$ cat src/rtl/seg7_reader.sv
// seg7_reader: samples an externally multiplexed, active-low 7-segment display
// (segments gfedcba, one digit select low at a time), waits for each digit's
// pattern to hold stable for STABLE_CYCLES synchronized samples, and decodes it
// into a hex nibble per digit.
// Optional feature macro: SEG7_READER_BLANK_EN adds a per-digit 'blank' output
// that reports an all-dark digit (pattern 0x7F) instead of flagging an error.
module seg7_reader #(
  parameter int unsigned STABLE_CYCLES = 4,
  parameter int unsigned NDIG          = 4
) (
  input  logic              clk,
  input  logic              reset,
  input  logic [6:0]        nseg_in,
  input  logic [NDIG-1:0]   ndig_in,
  input  logic              clr,
  output logic [4*NDIG-1:0] value,
  output logic [NDIG-1:0]   valid,
  output logic              frame_done,
`ifdef SEG7_READER_BLANK_EN
  output logic              err,
  output logic [NDIG-1:0]   blank
`else
  output logic              err
`endif
);

  typedef enum logic [1:0] {IDLE, SETTLE, HOLD} state_t;

  localparam logic [2:0] LAST = 3'(NDIG - 1);

  state_t            state_q, state_d;
  logic [6:0]        seg_s1, seg_s2;
  logic [NDIG-1:0]   dig_s1, dig_s2;
  logic [NDIG+6:0]   prev_q;
  logic [7:0]        cnt_q, cnt_d;
  logic [3:0]        nzero;
  logic [2:0]        idx;
  logic              sel;
  logic              same;
  logic [8:0]        run_len;
  logic              capture;
  logic              dec_ok;
  logic [3:0]        dec_nib;

  // Two-flop synchronizers for the asynchronous pin inputs (idle = all ones).
  always_ff @(posedge clk) begin
    if (reset) begin
      seg_s1 <= '1;
      seg_s2 <= '1;
      dig_s1 <= '1;
      dig_s2 <= '1;
    end else begin
      seg_s1 <= nseg_in;
      seg_s2 <= seg_s1;
      dig_s1 <= ndig_in;
      dig_s2 <= dig_s1;
    end
  end

  // Selection detect: exactly one digit select low; idx is that digit.
  always_comb begin
    nzero = '0;
    idx   = '0;
    for (int unsigned i = 0; i < NDIG; i++) begin
      if (!dig_s2[i]) begin
        nzero = nzero + 4'd1;
        idx   = 3'(i);
      end
    end
    sel = (nzero == 4'd1);
  end

  // FSM state, stability counter and previous-sample registers.
  always_ff @(posedge clk) begin
    if (reset) begin
      state_q <= IDLE;
      cnt_q   <= '0;
      prev_q  <= '1;
    end else begin
      state_q <= state_d;
      cnt_q   <= cnt_d;
      prev_q  <= {dig_s2, seg_s2};
    end
  end

  // Next-state logic. run_len is the length of the identical-sample run
  // including the current sample; capture fires once when it reaches
  // STABLE_CYCLES, after which HOLD freezes the counter until the sample moves.
  always_comb begin
    same    = (prev_q == {dig_s2, seg_s2});
    run_len = (state_q != IDLE && same) ? ({1'b0, cnt_q} + 9'd1) : 9'd1;
    capture = 1'b0;
    state_d = state_q;
    cnt_d   = cnt_q;
    if (!sel) begin
      state_d = IDLE;
      cnt_d   = '0;
    end else if (state_q == HOLD && same) begin
      state_d = HOLD;
    end else if (run_len == 9'(STABLE_CYCLES)) begin
      capture = 1'b1;
      state_d = HOLD;
      cnt_d   = run_len[7:0];
    end else begin
      state_d = SETTLE;
      cnt_d   = run_len[7:0];
    end
  end

  // Active-low segment pattern to hex nibble.
  always_comb begin
    dec_ok  = 1'b1;
    dec_nib = '0;
    case (seg_s2)
      7'h40: dec_nib = 4'h0;
      7'h79: dec_nib = 4'h1;
      7'h24: dec_nib = 4'h2;
      7'h30: dec_nib = 4'h3;
      7'h19: dec_nib = 4'h4;
      7'h12: dec_nib = 4'h5;
      7'h02: dec_nib = 4'h6;
      7'h58: dec_nib = 4'h7;
      7'h00: dec_nib = 4'h8;
      7'h10: dec_nib = 4'h9;
      7'h08: dec_nib = 4'hA;
      7'h03: dec_nib = 4'hB;
      7'h46: dec_nib = 4'hC;
      7'h21: dec_nib = 4'hD;
      7'h06: dec_nib = 4'hE;
      7'h0E: dec_nib = 4'hF;
      default: dec_ok = 1'b0;
    endcase
  end

  // Result registers; clr outranks a simultaneous capture.
  always_ff @(posedge clk) begin
    if (reset) begin
      value      <= '0;
      valid      <= '0;
      err        <= 1'b0;
      frame_done <= 1'b0;
`ifdef SEG7_READER_BLANK_EN
      blank      <= '0;
`endif
    end else begin
      frame_done <= capture && (idx == LAST);
      if (clr) begin
        value <= '0;
        valid <= '0;
        err   <= 1'b0;
`ifdef SEG7_READER_BLANK_EN
        blank <= '0;
`endif
      end else if (capture) begin
        for (int unsigned k = 0; k < NDIG; k++) begin
          if (3'(k) == idx) begin
            if (dec_ok) begin
              value[4*k +: 4] <= dec_nib;
              valid[k]        <= 1'b1;
`ifdef SEG7_READER_BLANK_EN
              blank[k]        <= 1'b0;
            end else if (seg_s2 == 7'h7F) begin
              value[4*k +: 4] <= '0;
              valid[k]        <= 1'b0;
              blank[k]        <= 1'b1;
`endif
            end else begin
              valid[k] <= 1'b0;
              err      <= 1'b1;
            end
          end
        end
      end
    end
  end

endmodule

$ cat config.mk
export PLATFORM = sky130hd
export DESIGN_NAME = seg7_reader
export DESIGN_NICKNAME = d
export VERILOG_FILES = /design/src/rtl/seg7_reader.sv
export SDC_FILE = /design/constraint.sdc
export NUM_CORES = 1
export LEC_CHECK = 0
export CAP_MARGIN = 20
export CORE_MARGIN = 2
export CORE_UTILIZATION = 58
export CTS_BUF_LIST = sky130_fd_sc_hd__clkbuf_8
export DETAILED_ROUTE_END_ITERATION = 7
export PLACE_DENSITY = 0.92
export SKIP_LAST_GASP = 1
export SYNTH_ARGS = -nofsm -noshare
export SYNTH_HDL_FRONTEND = slang
export SYNTH_SLANG_ARGS = --single-unit
$ cat constraint.sdc
create_clock -name clk -period 3.4 [get_ports clk]
set_input_delay 0.51 -clock clk [delete_from_list [all_inputs] [get_ports clk]]
set_output_delay 0.51 -clock clk [all_outputs]
set_load 0.03 [all_outputs]
==> results of run 1 <==
[where the power goes]
group	switching, mW	total (mW)	leakage, nW	internal, mW
clock	0.287	0.640	0.0995	0.353
sequential	0.0236	0.802	0.531	0.779
combinational	0.0537	0.111	0.620	0.0571
total	0.365	1.55	1.25	1.19
[cells in the mapped netlist (4+ instances only)]
library cell,n,area share (%)
dfxtp_1,65,43
or2_2,37,7.6
nand2_1,29,3.6
nor2_1,17,2.1
xnor2_1,14,4.0
clkbuf_1,12,1.5
o21ai_0,10,1.6
nand4_1,8,1.6
a21oi_1,7,1.2
nand3_1,7,1.2
nor3_1,7,1.2
o21a_1,7,1.7
nor2b_1,5,1.0
o22ai_1,5,1.0
buf_2,4,0.66
ha_1,4,1.6
inv_1,4,0.49
nand2b_1,4,0.82
nor4_1,4,0.82
o21ai_1,4,0.66
[final cells by class]
class / instances / area, um2 / area share, %
sequential: 65 / 1300 / 35.9
tap: 70 / 87.6 / 2.41
timing repair buffer: 39 / 380 / 10.5
clock buffer: 10 / 138 / 3.79
multi-input combinational: 234 / 1650 / 45.4
clock inverter: 6 / 58.8 / 1.62
inverter: 4 / 15.0 / 0.414
[critical path, delay by kind of cell, from the launching register on]
kind	cells	cell delay, ps
AND/OR/NAND/NOR	2	770
AO/OA/AOI/OAI	3	730
adder cells (fa/ha/maj)	2	670
flip-flops	1	420
XOR/XNOR	1	160
buffers and inverters	1	90
[layout by cell type (no fill, tap or decap), drive strengths merged, types with 3 or more instances in the layout]
master and instances:
a2111oi 3, a21oi 7, a31oi 3, buf 4
clkbuf 10, clkdlybuf4s50 35, dfxtp 65, ha 4
inv 5, mux2i 3, nand2 29, nand2b 4
nand3 7, nand4 9, nor2 17, nor2b 5
nor3 8, nor4 4, nor4bb 3, o211a 3
o21a 7, o21ai 14, o22ai 5, o311ai 3
or2 38, or3 4, or4b 3, xnor2 15
xor2 3
[per-stage QoR]
step | utilization, % | std cells
global route | 71.5 | 428
detailed placement | 67.6 | 412
CTS | 71.5 | 428
finish | 71.5 | 428
global placement | 67.6 | 412
floorplan | - | 320
[registers in the layout (all words and copies together), names as in the netlist]
signal,cells
cnt_q,8
dig_s1,4
dig_s2,4
err,1
frame_done,1
prev_q,11
seg_s1,7
seg_s2,7
state_q,2
valid,4
value,16
[worst paths after layout]
kind | to | from | slack (ps)
max reg2reg | cnt_q[6] | dig_s2[1] | 470
max | cnt_q[6] | dig_s2[1] | 470
min reg2reg | dig_s2[0] | dig_s1[0] | 410
min | dig_s2[0] | dig_s1[0] | 410
[cell families (layout without fill, tap and decap cells)]
kind of cell    Yosys count  count (layout)  synth area share (%)
buf+inv                  21              59                  3.00
fa+ha+maj                 4               4                  1.65
simple gates            144             144                  28.2
compound gates           65              65                  17.9
mux                       3               3                 0.988
xor+xnor                 18              18                  5.43
flops                    65              65                  42.8
[metal layers]
layer / global-route usage, % / wire length, um / vias up
li1: - / - / 1218
met1: 27.6 / 2720 / 1142
met2: 35.6 / 2930 / 79
met3: 5.45 / 302 / 20
met4: 12.0 / 170 / 0
met5: 0 / 0 / -
==> flow_summary.ini, run 1 <==
[status]
status = finished clean

[timing]
slew_headroom_pct = 39.0
hold_ws_ps = 406
skew_ps = 9.10
worst_pin_slew_ps = 906
drv_slew = 0
finalHoldViolations = 0
fin_ws_ps = 470
rsz0062_at_grt = false
setup_viol = 0
min_period_ps = 2930
max_freq_ghz = 0.341
min_period_over_period_pct = 86.2
fin_setup_tns_ps = 0

[power]
power_density_nw_per_um2 = 428
p_total_mw = 1.55
p_leak_nw = 1.25
irDropWorstVdd_uv = 315

[clock_tree]
clk_transition_reported_paths_ps = 70
post_cts.repair.setup_buffers = 0
htreeDepth = 3
cts_hold_buf = 0
clk-insertion-delay-late_ps = 350
cts_tree = yes
clock_path_buffers = 2
clockRootBuffer = clkbuf_8
cts_resized = 0
cts_buffers = 9
numClockSinks = 65

[drt]
dr.pass1.iters = 5
antenna_left = 0
drt_iter0_markers = 212
wire_per_inst_um = 14.3
vias_per_cell = 5.75
drc = 0
wirelength_um = 6120
num_vias = 2459

[final_layout]
syn2layout_area_growth_pct = 19.3
layout.nets = 371
fillers = 386
drive_above_1_share_pct = 19.6
fin_area_um2 = 3630
diodes = 0

[synthesis]
synth_nets = 338
synthCells = 320
ys_warn_count = 0
syn_area_um2 = 3040
seq_area_frac_synth_pct = 42.8
async_reset_ff_share_pct = 0
synth-edff-count = 0
ys_ff_latch = 65
syn_area_per_cell_um2 = 9.50
yosys_most_used_dff = dfxtp_1
yosysUniqueCellTypes = 63

[worst_hold_path]
hold_depth = 1
hp-class = flop to flop

[worst_setup_path]
slowest_stage = or4b_1
critPathArrivalTime_ps = 3180
cp-start-kind = flop
r2r_cells = 9
crit_top_cell = ha_1
crit_path_cell_trace = inv_1 -> ha_1 -> xnor2_1 -> ha_1 -> or4b_1 -> a2bb2oi_1 -> a21o_1 -> nand2b_1 -> a311oi_1
path_class = flop to flop
worst_ep_required_time_ps = 3650
crit_fanout = 7
endpoint_kind = flop
worst_path_largest_cell_delay_ps = 500

[die]
core_um2 = 5070
start_util_pct = 59.9
io_pins = 36
die-area_um2 = 5840
die_x_um = 76.4
num_rows = 26
die_h_um = 76.4

[placement]
gp_congestion = 0.819
post_dp_cell_area_um2 = 3430
portBuffers = 35
hpwl_um = 4290
pre_cts_ws_ps = 535

[global_route]
grt_pass1_wl_um = 10400
grt_start_max_net_pins = 22
grt_pass1_vias = 2280
antenna_found_initial = 0
grt_util_all_layers_pct = 22.2
overflow = 0

[job]
maxCapViolations = 0
No activity file was read; power rests on OpenSTA's default activity.
==> run 2: changes to the inputs <==
--- a/config.mk
+++ b/config.mk
@@ -7,10 +7,10 @@
 export LEC_CHECK = 0
 export CAP_MARGIN = 20
 export CORE_MARGIN = 2
-export CORE_UTILIZATION = 58
+export CORE_UTILIZATION = 62
 export CTS_BUF_LIST = sky130_fd_sc_hd__clkbuf_8
 export DETAILED_ROUTE_END_ITERATION = 7
-export PLACE_DENSITY = 0.92
+export PLACE_DENSITY = 0.95
 export SKIP_LAST_GASP = 1
 export SYNTH_ARGS = -nofsm -noshare
 export SYNTH_HDL_FRONTEND = slang
==> constraint.sdc (replaced) <==
create_clock -name clk -period 3.6 [get_ports clk]
set_input_delay 0.54 -clock clk [delete_from_list [all_inputs] [get_ports clk]]
set_output_delay 0.54 -clock clk [all_outputs]
set_load 0.03 [all_outputs]
==> flow_summary.ini, run 2 (synthesized netlist as in run 1, its figures left out) <==
[final_layout]
fin_area_um2 = 3640
drive_above_1_share_pct = 19.4
fillers = 304
final_util_pct = 77.1
final_common_cell = dfxtp_1
syn2layout_area_growth_pct = 19.7
regMostFlops = value
diodes = 0
layout_common_cells = dfxtp_1, or2_2, clkdlybuf4s50_1
reg_top3 = value x16, prev_q x11, cnt_q x8
layout.nets = 369
largest_reg_flops = 16
instances_no_fill = 423

[die]
die_x_um = 74.0
num_rows = 25
die-area_um2 = 5480
start_util_pct = 64.4
io_pins = 36
core_um2 = 4720
die_h_um = 74.0

[worst_setup_path]
worst_ep_required_time_ps = 3850
crit_path_cell_trace = inv_1 -> ha_1 -> xnor2_1 -> ha_1 -> or4b_1 -> a2bb2oi_1 -> or3_1 -> o221a_1
path_class = flop to flop
crit_fanout = 7
critPathTopFamily = simple AND/OR/NAND/NOR gates
slowest_stage = or4b_1
endpoint_kind = flop
cp-start-kind = flop
crit_top_cell = ha_1
worstPathBufferInverterCount = 1
worst_path_largest_cell_delay_ps = 510
critPathArrivalTime_ps = 3150

[global_route]
grt_pass1_vias = 2355
grtUsageMet2_pct = 41.2
grt_util_all_layers_pct = 25.5
grt_use_met1_pct = 31.3
busiest_layer = met2
antenna_found_initial = 0
grt_start_max_net_pins = 37
grtUsageMet3_pct = 9.08
grt_pass1_wl_um = 10500
overflow = 0

[clock_tree]
cts_tree = yes
numClockSinks = 65
clock_path_buffers = 2
post_cts.repair.setup_buffers = 0
htreeDepth = 3
clk_transition_reported_paths_ps = 80
cts_hold_buf = 0
clk-insertion-delay-late_ps = 350
cts_resized = 0
cts_buffers = 9
clockRootBuffer = clkbuf_8

[timing]
rsz0062_at_grt = false
slew_headroom_pct = 32.9
max_freq_ghz = 0.344
hold_ws_ps = 412
finalHoldViolations = 0
drv_slew = 0
fin_setup_tns_ps = 0
min_period_over_period_pct = 80.8
min_period_ps = 2910
skew_ps = 13.4
worst_pin_slew_ps = 997
setup_viol = 0

[placement]
hpwl_um = 4360
post_dp_cell_area_um2 = 3410
gp_congestion = 0.857
dp.cells = 407
portBuffers = 35

[job]
maxCapViolations = 0

[worst_hold_path]
hp-class = flop to flop

[drt]
num_vias = 2509
vias_per_cell = 5.93
wirelength_um = 6330
dr.pass1.iters = 5
antenna_left = 0
wire_per_inst_um = 15.0
drc = 0
drt_iter0_markers = 222

[power]
power_density_nw_per_um2 = 429
irDropWorstVdd_uv = 418
p_leak_nw = 1.25

[status]
status = finished clean
-- run 2: worst paths after layout --
| path | from | to | slack [ps] | depth (start not counted) |
|---|---|---|---|---|
| max | dig_s2[1] | value[15] | 690 | 8 |
| min | seg_s1[2] | seg_s2[2] | 410 | 1 |
| max reg2reg | dig_s2[1] | value[15] | 690 | 8 |
| min reg2reg | seg_s1[2] | seg_s2[2] | 410 | 1 |
-- run 2: layer usage --
metal	wire, um	share of wire, %	up-vias
li1	-	-	1220
met1	2710	43	1166
met2	3030	48	103
met3	460	7.3	20
met4	129	2.0	0
met5	0	0	-
-- run 2: where the power goes --
group / internal (mW) / total [mW] / switching [mW]
logic: 0.0519 / 0.103 / 0.0508
registers: 0.735 / 0.758 / 0.0233
clock network: 0.396 / 0.701 / 0.305
total: 1.18 / 1.56 / 0.379
-- run 2: stage by stage --
stage	total power, mW	setup WS (ps)
after floorplan	0.845	884
after global placement	0.871	797
after detailed placement	0.876	711
after CTS	1.57	699
after global routing	1.61	490
final	1.56	690
-- run 2: area by class of cell --
class                           count  area (um2)  share of cell area [%]
Inverter                            4        15.0                   0.413
Timing Repair Buffer               37         365                    10.0
Sequential cell                    65        1300                    35.8
Tap cell                           67        83.8                    2.30
Clock inverter                      7         103                    2.82
Clock buffer                        9         124                    3.40
Multi-Input combinational cell    234        1650                    45.3
